$ cat src/rtl/store_lane_buffer_pkg.sv
// Shared store opcodes and lane-alignment result type for the store write buffer.
package store_lane_buffer_pkg;

  // Store width opcodes as presented by the MEM stage.
  typedef enum logic [1:0] {
    ST_NONE = 2'b00,
    ST_SB   = 2'b01,
    ST_SH   = 2'b10,
    ST_SW   = 2'b11
  } st_op_e;

  localparam int unsigned NUM_LANES = 4;
  localparam int unsigned LANE_W    = 8;
  localparam int unsigned DATA_W    = NUM_LANES * LANE_W;

  // Narrowed store: byte enables, lane-replicated data, alignment verdict.
  typedef struct packed {
    logic [NUM_LANES-1:0] be;
    logic [DATA_W-1:0]    wdata;
    logic                 aligned;
  } lane_t;

endpackage

$ cat src/rtl/store_lane_buffer_align.sv
// Combinational store narrowing: op + byte offset + data -> byte enables,
// replicated write data and an alignment flag.
module store_lane_align
  import store_lane_buffer_pkg::*;
(
  input  st_op_e      op,
  input  logic [1:0]  a,
  input  logic [31:0] d,
  output lane_t       lane
);

  // Replicate the low byte/half across the word and pick enables from the offset.
  always_comb begin
    lane = '0;
    case (op)
      ST_SB: begin
        lane.wdata   = {4{d[7:0]}};
        lane.be      = 4'b0001 << a;
        lane.aligned = 1'b1;
      end
      ST_SH: begin
        lane.wdata   = {2{d[15:0]}};
        lane.be      = a[1] ? 4'b1100 : 4'b0011;
        lane.aligned = ~a[0];
      end
      ST_SW: begin
        lane.wdata   = d;
        lane.be      = 4'b1111;
        lane.aligned = (a == 2'b00);
      end
      default: lane = '0;
    endcase
  end

endmodule

$ cat src/rtl/store_lane_buffer.sv
// Store write buffer: narrows MEM-stage stores into byte lanes, queues them in
// a DEPTH-entry FIFO and drains the head to data memory over valid/ready.
// Misaligned stores are dropped and reported; loads to a pending word stall.
module store_lane_buffer
  import store_lane_buffer_pkg::*;
#(
  parameter int unsigned DEPTH = 2,
  parameter int unsigned AW    = 32,
  localparam int unsigned PW   = (DEPTH > 1) ? $clog2(DEPTH) : 1,
  localparam int unsigned OW   = $clog2(DEPTH) + 1
) (
  input  logic          clk,
  input  logic          reset_n,
  input  logic          st_valid,
  input  logic [1:0]    st_op,
  input  logic [AW-1:0] st_addr,
  input  logic [31:0]   st_data,
  output logic          st_ready,
  output logic          st_misalign,
  output logic [AW-1:0] st_bad_addr,
  input  logic          ld_valid,
  input  logic [AW-1:0] ld_addr,
  output logic          ld_stall,
  output logic          mem_valid,
  input  logic          mem_ready,
  output logic [AW-1:0] mem_addr,
  output logic [3:0]    mem_be,
  output logic [31:0]   mem_wdata,
  output logic [OW-1:0] occupancy
);

  lane_t lane;

  logic [AW-3:0] ent_waddr_q [DEPTH];
  logic [AW-3:0] ent_waddr_d [DEPTH];
  logic [3:0]    ent_be_q    [DEPTH];
  logic [3:0]    ent_be_d    [DEPTH];
  logic [31:0]   ent_wdata_q [DEPTH];
  logic [31:0]   ent_wdata_d [DEPTH];
  logic [DEPTH-1:0] vld_q, vld_d;
  logic [PW-1:0] rd_ptr_q, rd_ptr_d, wr_ptr_q, wr_ptr_d;
  logic [OW-1:0] occ_q, occ_d;
  logic          misalign_q, misalign_d;
  logic [AW-1:0] bad_addr_q, bad_addr_d;

  logic offer, full, accept, pop, buf_hit;
  logic unused_ld_offset;

  store_lane_align u_align (
    .op   (st_op_e'(st_op)),
    .a    (st_addr[1:0]),
    .d    (st_data),
    .lane (lane)
  );

  assign offer     = st_valid && (st_op_e'(st_op) != ST_NONE);
  assign full      = (occ_q == OW'(DEPTH));
  assign st_ready  = ~full;
  assign accept    = offer && st_ready && lane.aligned;
  assign mem_valid = (occ_q != '0);
  assign pop       = mem_valid && mem_ready;

  // Head entry drives the memory port; idle port presents zeros.
  assign mem_addr  = mem_valid ? {ent_waddr_q[rd_ptr_q], 2'b00} : '0;
  assign mem_be    = mem_valid ? ent_be_q[rd_ptr_q] : '0;
  assign mem_wdata = mem_valid ? ent_wdata_q[rd_ptr_q] : '0;
  assign occupancy = occ_q;

  assign st_misalign = misalign_q;
  assign st_bad_addr = bad_addr_q;

  // Word-granular hazard check against buffered entries and the incoming store.
  always_comb begin
    buf_hit = 1'b0;
    for (int i = 0; i < DEPTH; i++)
      if (vld_q[i] && (ent_waddr_q[i] == ld_addr[AW-1:2])) buf_hit = 1'b1;
    if (accept && (st_addr[AW-1:2] == ld_addr[AW-1:2])) buf_hit = 1'b1;
  end
  assign ld_stall = ld_valid && buf_hit;
  assign unused_ld_offset = ^ld_addr[1:0];

  // Next-state for FIFO storage, pointers, occupancy and misalign report.
  always_comb begin
    ent_waddr_d = ent_waddr_q;
    ent_be_d    = ent_be_q;
    ent_wdata_d = ent_wdata_q;
    vld_d       = vld_q;
    rd_ptr_d    = rd_ptr_q;
    wr_ptr_d    = wr_ptr_q;
    occ_d       = occ_q;
    if (pop) begin
      vld_d[rd_ptr_q] = 1'b0;
      rd_ptr_d        = rd_ptr_q + PW'(1);
    end
    if (accept) begin
      ent_waddr_d[wr_ptr_q] = st_addr[AW-1:2];
      ent_be_d[wr_ptr_q]    = lane.be;
      ent_wdata_d[wr_ptr_q] = lane.wdata;
      vld_d[wr_ptr_q]       = 1'b1;
      wr_ptr_d              = wr_ptr_q + PW'(1);
    end
    case ({accept, pop})
      2'b10:   occ_d = occ_q + OW'(1);
      2'b01:   occ_d = occ_q - OW'(1);
      default: occ_d = occ_q;
    endcase
    misalign_d = offer && !lane.aligned;
    bad_addr_d = misalign_d ? st_addr : bad_addr_q;
  end

  // State registers; reset discards any buffered stores immediately.
  always_ff @(posedge clk or negedge reset_n) begin
    if (!reset_n) begin
      for (int i = 0; i < DEPTH; i++) begin
        ent_waddr_q[i] <= '0;
        ent_be_q[i]    <= '0;
        ent_wdata_q[i] <= '0;
      end
      vld_q      <= '0;
      rd_ptr_q   <= '0;
      wr_ptr_q   <= '0;
      occ_q      <= '0;
      misalign_q <= 1'b0;
      bad_addr_q <= '0;
    end else begin
      ent_waddr_q <= ent_waddr_d;
      ent_be_q    <= ent_be_d;
      ent_wdata_q <= ent_wdata_d;
      vld_q       <= vld_d;
      rd_ptr_q    <= rd_ptr_d;
      wr_ptr_q    <= wr_ptr_d;
      occ_q       <= occ_d;
      misalign_q  <= misalign_d;
      bad_addr_q  <= bad_addr_d;
    end
  end

endmodule

$ cat config.mk
export PLATFORM = sky130hd
export DESIGN_NAME = store_lane_buffer
export DESIGN_NICKNAME = d
export VERILOG_FILES = /design/src/rtl/store_lane_buffer_pkg.sv /design/src/rtl/store_lane_buffer_align.sv /design/src/rtl/store_lane_buffer.sv
export SDC_FILE = /design/constraint.sdc
export NUM_CORES = 1
export LEC_CHECK = 0
export ABC_AREA = 1
export CORE_MARGIN = 4
export CORE_UTILIZATION = 25
export CTS_CLUSTER_SIZE = 40
export DETAILED_ROUTE_END_ITERATION = 12
export HOLD_SLACK_MARGIN = 0.06
export SYNTH_ARGS = -nofsm -noshare
export SYNTH_HDL_FRONTEND = slang
export SYNTH_HIERARCHICAL = 1
export SYNTH_SLANG_ARGS = --single-unit
$ cat constraint.sdc
create_clock -name clk -period 2.3 [get_ports clk]
set_input_delay 0.46 -clock clk [delete_from_list [all_inputs] [get_ports clk]]
set_output_delay 0.46 -clock clk [all_outputs]
set_load 0.02 [all_outputs]
== After elaboration in Yosys (flattened, before gate mapping) ==
Cells that the tools add are included.

* Flip-flop bits (word level): 171
* Bits in latches: 0
* Bits in writable memories: 0
* Bits in read-only memories: 0
* Output and inout bits: 106
* Memories kept: 0

* Add/sub/neg operators: 4
* Multipliers: 0
* Divide/modulo/power cells: 0
* Order comparisons: 7
* Equality and inequality tests: 9
* Shift-type cells: 1
* Mux-type cells: 33
* Bitwise gates (word level): 7
* Reduce and logical (&&, ||, !) cells: 17

{| class="wikitable"
|+ Operators by type and width
! cell !! number
|-
| $mux W32 || 6
|-
| $mux W30 || 4
|-
| $pmux W37 S3 || 1
|-
| $eq A30 B30 Y1 || 3
|-
| $bwmux W64 || 1
|-
| $bwmux W60 || 1
|-
| $demux W32 S1 || 1
|-
| $demux W30 S1 || 1
|-
| $mux W4 || 6
|-
| $logic_and A1 B1 Y1 || 12
|-
| $bwmux W8 || 1
|-
| $eq A2 B2 Y1 const B || 4
|-
| $reduce_bool A2 Y1 || 3
|-
| $mux W1 || 5
|-
| $demux W4 S1 || 1
|-
| $eq A2 B1 Y1 const B || 2
|-
| $ge A2 B2 Y1 const B || 2
|-
| $lt A1 B2 Y1 const B || 2
|-
| $mux W2 || 2
|-
| $not A1 Y2 || 2
|-
| $pmux W2 S2 || 1
|-
| $shl A1 B2 Y4 const A || 1
|-
| $add A1 B1 Y1 const B || 2
|-
| $add A2 B1 Y2 const B || 1
|-
| other kinds (10) || 13
|}

== Depth between registers and ports, before layout ==
* Depth after elaboration: 9
* Depth in mapped cells: 15
* Depth with buffers taken out: 13

== Cells and area by module ==
The synthesis kept the hierarchy.

{| class="wikitable"
|+ Modules (own cells, without submodules)
! module !! instances !! cells an instance !! area an instance (um2) !! sequential area each (um2)
|-
| store_lane_buffer || 1 || 1167 || 8717.1 || 4279.1
|-
| store_lane_align || 1 || 117 || 634.4 || 0.0
|}

== Worst setup path before layout ==
Ideal clock, no wire load.

* Path type: input -> output
* Start: in st_op[1]
* End: out ld_stall
* Data arrival time: 1709 ps
* Required time: 1840 ps
* Path slack: 131 ps
* Cell stages on the path: 14
* Buffers on the path: 2
* Cells stage by stage: buf_4 -> buf_6 -> nand3_1 -> nand2_1 -> inv_1 -> a21oi_4 -> nand2_2 -> nor2_1 -> nand2_1 -> nor2_1 -> nand2_1 -> nand3_1 -> nand2_1 -> inv_1

{| class="wikitable"
|+ RTL lines
! what !! RTL line !! source
|-
| start: declaration || store_lane_buffer.sv:15 || <nowiki>input logic [1:0] st_op,</nowiki>
|-
| end: declaration || store_lane_buffer.sv:23 || <nowiki>output logic ld_stall,</nowiki>
|}

== Final worst setup path ==
* Start: in st_addr[11]
* End: out ld_stall

* Word-level cells in the longest chain between the ends: 4

{| class="wikitable"
|+ RTL lines
! what !! RTL line !! source
|-
| start: declaration || store_lane_buffer.sv:16 || <nowiki>input logic [AW-1:0] st_addr,</nowiki>
|-
| $eq A30 B30 Y1 || store_lane_buffer.sv:77 || <nowiki>if (accept && (st_addr[AW-1:2] == ld_addr[AW-1:2])) buf_hit = 1'b1;</nowiki>
|-
| $logic_and A1 B1 Y1 || store_lane_buffer.sv:77 ||
|-
| $mux W1 || store_lane_buffer.sv:77 ||
|-
| $logic_and A1 B1 Y1 || store_lane_buffer.sv:79 || <nowiki>assign ld_stall = ld_valid && buf_hit;</nowiki>
|}

Every way passes these cells.

==> summary.txt <==
Synth
  • Flops & latches, synth: 171
  • Post-synth EDFFs: 0
  • Mean instance size in the synthesized netlist: 7.283 sq um
  • Post-synthesis instance total: 1284
  • Adder and majority cell fraction of the synthesized area: 0.1338%
  • Sequential share of the synthesized area: 45.76%
  • Largest family of logic cells by synthesized area: simple AND/OR/NAND/NOR gates
  • Multiplexer area fraction after synthesis: 0%
  • YS warnings: 6
  • Post-synthesis instance area: 9351 sq um
  • Synthesized-area fraction occupied by and/or/nand/nor cells: 24.97%
  • Post-synthesis compound-gate area fraction: 13.90%
  • Async set-reset flop share out of synthesis: 100.0%
  • Distinct cell type count of the synthesized netlist: 26
  • Share of the synthesized netlist area taken by xor and xnor gates: 4.215%
  • Main flop type after synthesis: dfrtp_1

Run
  • Number of maximum-capacitance violations: 0

Placed design
  • Input/output buffers: 204
  • Post-placement cell area: 12460 sq um
  • Final weighted congestion in routability-driven placement: 0.9154
  • Pre-CTS setup slack: -0.9359 ns
  • HPWL after DPL: 24940 microns

Clocking
  • Cell at the root of the clock tree: clkbuf_16
  • CTS tree: built
  • Num CTS Buffers: 17
  • Clock Sinks: 171
  • Clock slew seen by the registers of the worst setup and hold paths: 0.06 ns
  • Deepest level of the CTS H-tree: 4
  • Clk buf depth: 2
  • Clock latency on the worst-skew pair: 0.45 ns

Power
  • Internal Dissipation: 9.581 mW
  • Sw Share: 44.60%
  • Leak pwr: 6.848 nW
  • Power per standard cell area: 1293 nW/um^2
  • Overall power: 17.30 mW
  • IR drop worst, VDD: 0.6755 mV
  • Comb pwr share: 54.3%
  • Switching power summed over all nets: 7.714 mW
  • Relative contribution of sequential cells to total power: 28.9%
  • Clock share of power: 16.8%

Setup path
  • Required @ worst endpoint: 1.84 ns
  • Crit-path max FO: 3
  • Endpoint kind of the worst setup timing path: output pin
  • Data arrival, critical path: 1.87 ns
  • Sort of element at the start of the critical path: input port
  • Type of the setup path with the least slack: in2out

Detailed routing
  • Vias per std cell: 4.587
  • Remaining routing DRC violations: 0
  • Mean routed wirelength per cell: 16.97 microns
  • First-iteration detailed-routing DRC count: 626
  • Sum of routed wire length over all layers: 34480 microns
  • Vias after detailed routing: 9320
  • First-pass DRT Iterations: 5
  • Antenna Nets Post-Route: 0

Min path
  • Class of the most critical hold timing path: in2reg

STA
  • Worst Clk Skew: 0.01319 ns
  • Post-route clock period utilization: 101.4%
  • Total count of hold-check failures in the final report: 0
  • Shortest clock period the worst path allows after layout: 2.332 ns
  • Setup Viol. Count Final: 1
  • Setup slack of the critical path after layout: -0.03233 ns
  • Final Max Slew Viols: 0
  • RSZ-0062 raised after global routing: yes
  • Max Freq: 428.8 MHz

GRT
  • Vias in the first global route: 9017
  • Global-route wire length before repair: 52760 microns
  • Global route total overflow: 0
  • Largest net degree at the start of global routing: 65
  • Number of antenna violations at the first check in global routing: 3
  • Aggregate global-route resource usage: 16.61%

Floorplanning
  • Width of the die: 201.4 microns
  • Die Y: 201.4 microns
  • Count of boundary I/O pins: 209
  • Die footprint: 40560 sq um
  • Floorplan Core Area: 36790 sq um
  • Initial core utilization: 25.42%
  • Placement row count: 70

Layout
  • Synth-to-Final Area Change: 43.08%
  • Final core occ: 36.37%
  • Post-route standard cell area excluding fillers: 13380 sq um
  • Layout cells sized above 1: 18.63%
  • Total Nets Final: 1654

Status
  • Violations in the final reports: negative setup slack
  • Outcome: finished with violations
per-layer routing:
metal  global-route usage, %  part of all wire (%)  wire length [microns]
met1                   22.13                    44                  15110
met2                   27.31                    48                  16520
met3                   3.787                   6.4                   2219
met4                   4.468                   1.8                    617
met5                       0                 0.038                     13
flip-flops by register name, summed over array words and instances (netlist names):
register and flops:
ent_waddr_q 60, st_misalign 1, ent_wdata_q 64, rd_ptr_q 1
occupancy 2, ent_be_q 8, wr_ptr_q 1, st_bad_addr 32
vld_q 2
kinds of logic (layout without fill, tap and decap cells):
logic type	after synthesis	after routing
AOI/OAI and AO/OA	257	257
xor gates and xnor gates	45	45
adders and majority gates	1	1
buffers and inverters	231	508
DFF	171	171
other	1	4
and+or+nand+nor	578	578
layout by cell type (no fill, tap or decap), drive strengths merged, types with 2 or more instances in the layout:
cell type	instances
clkinvlp	2
a21oi	68
diode	2
conb	2
clkbuf	23
o21ai	188
nor2	45
nand4	9
dlymetal6s2s	25
nand2	460
xnor2	42
clkdlybuf4s15	4
inv	169
clkinv	5
buf	171
dlygate4sd2	34
nand3	64
xor2	3
dfrtp	171
clkdlybuf4s50	73
power by group through the flow:
stage | Clock [mW] | Combinational (mW) | Sequential [mW]
after floorplan | 0 | 4.59 | 4.98
after global placement | 0 | 9.03 | 4.96
after detailed placement | 0 | 9.09 | 5.01
after CTS | 2.98 | 9.06 | 4.98
after global routing | 3.10 | 10.2 | 5.15
final | 2.91 | 9.39 | 5.00
critical path, cell delays in order:
cell	delay, ns
clkdlybuf4s50_1	0.58
xnor2_1	0.16
nand2_1	0.08
nor2_1	0.08
nand2_1	0.05
nor2_1	0.08
nand2_1	0.07
nand3_2	0.08
nand2_1	0.05
inv_1	0.06
buf_6	0.11
repair_timing:
action,CTS,global route
gates resized for setup,334,114
cloned,4,3
buffers inserted,7,6
pin swaps,8,20
endpoints found under the setup margin,68,54
hold buffers,1,0
hold endpoints to repair,31,0
metrics by stage:
stage | TNS (ns) | std cells | hold WS, ns
2_1_floorplan | 0 | 1285 | 0.1644
3_3_place_gp | -18.77 | 1981 | 0.3798
3_5_place_dp | -21.73 | 1981 | 0.3820
4_1_cts | -0.08359 | 2024 | 0.4672
5_1_grt | -0.4038 | 2032 | 0.3496
6_report | -0.03233 | 2032 | 0.3249
Yosys cell counts (3+ instances only):
master    number  share of area [%]
buf_6         12                1.4
nand3_2        9               0.96
nand4_1        9               0.60
xor2_1         3               0.28
xnor2_1       42                3.9
buf_4         13                1.0
o21ai_1       31                1.7
nand3_1       55                2.9
nor2_1        43                1.7
buf_2         13               0.70
dfrtp_1      171                 46
inv_2          3               0.12
nand2_1      459                 18
inv_1        158                6.3
clkbuf_1      27                1.1
o21ai_0      157                8.4
a21oi_1       67                3.6
layout make-up:
class                      instances  area [sq um]
timing repair buffer             313          2989
inverter                         164         630.6
clock inverter                    13         133.9
tap                              468         585.6
multi-input combinational        883          4313
antenna                            2         5.005
sequential                       171          4284
fill                            3828         23400
clock buffer                      18         439.2
path summary, 6_finish.rpt:
kind	from	endpoint	slack, ns	depth (start not counted)
setup / recovery	st_addr[11]	ld_stall	-0.03	11
hold / removal	st_addr[15]	ent_waddr_q[43]	0.32	3
setup reg to reg	occupancy[0]	occupancy[1]	0.10	11
hold reg to reg	ent_wdata_q[59]	ent_wdata_q[59]	0.47	2
max in group asynchronous	reset_n	ent_wdata_q[51]	1.14	3
min in group asynchronous	reset_n	ent_wdata_q[62]	0.47	2
Note: power is estimated with default switching activity, not from simulation.
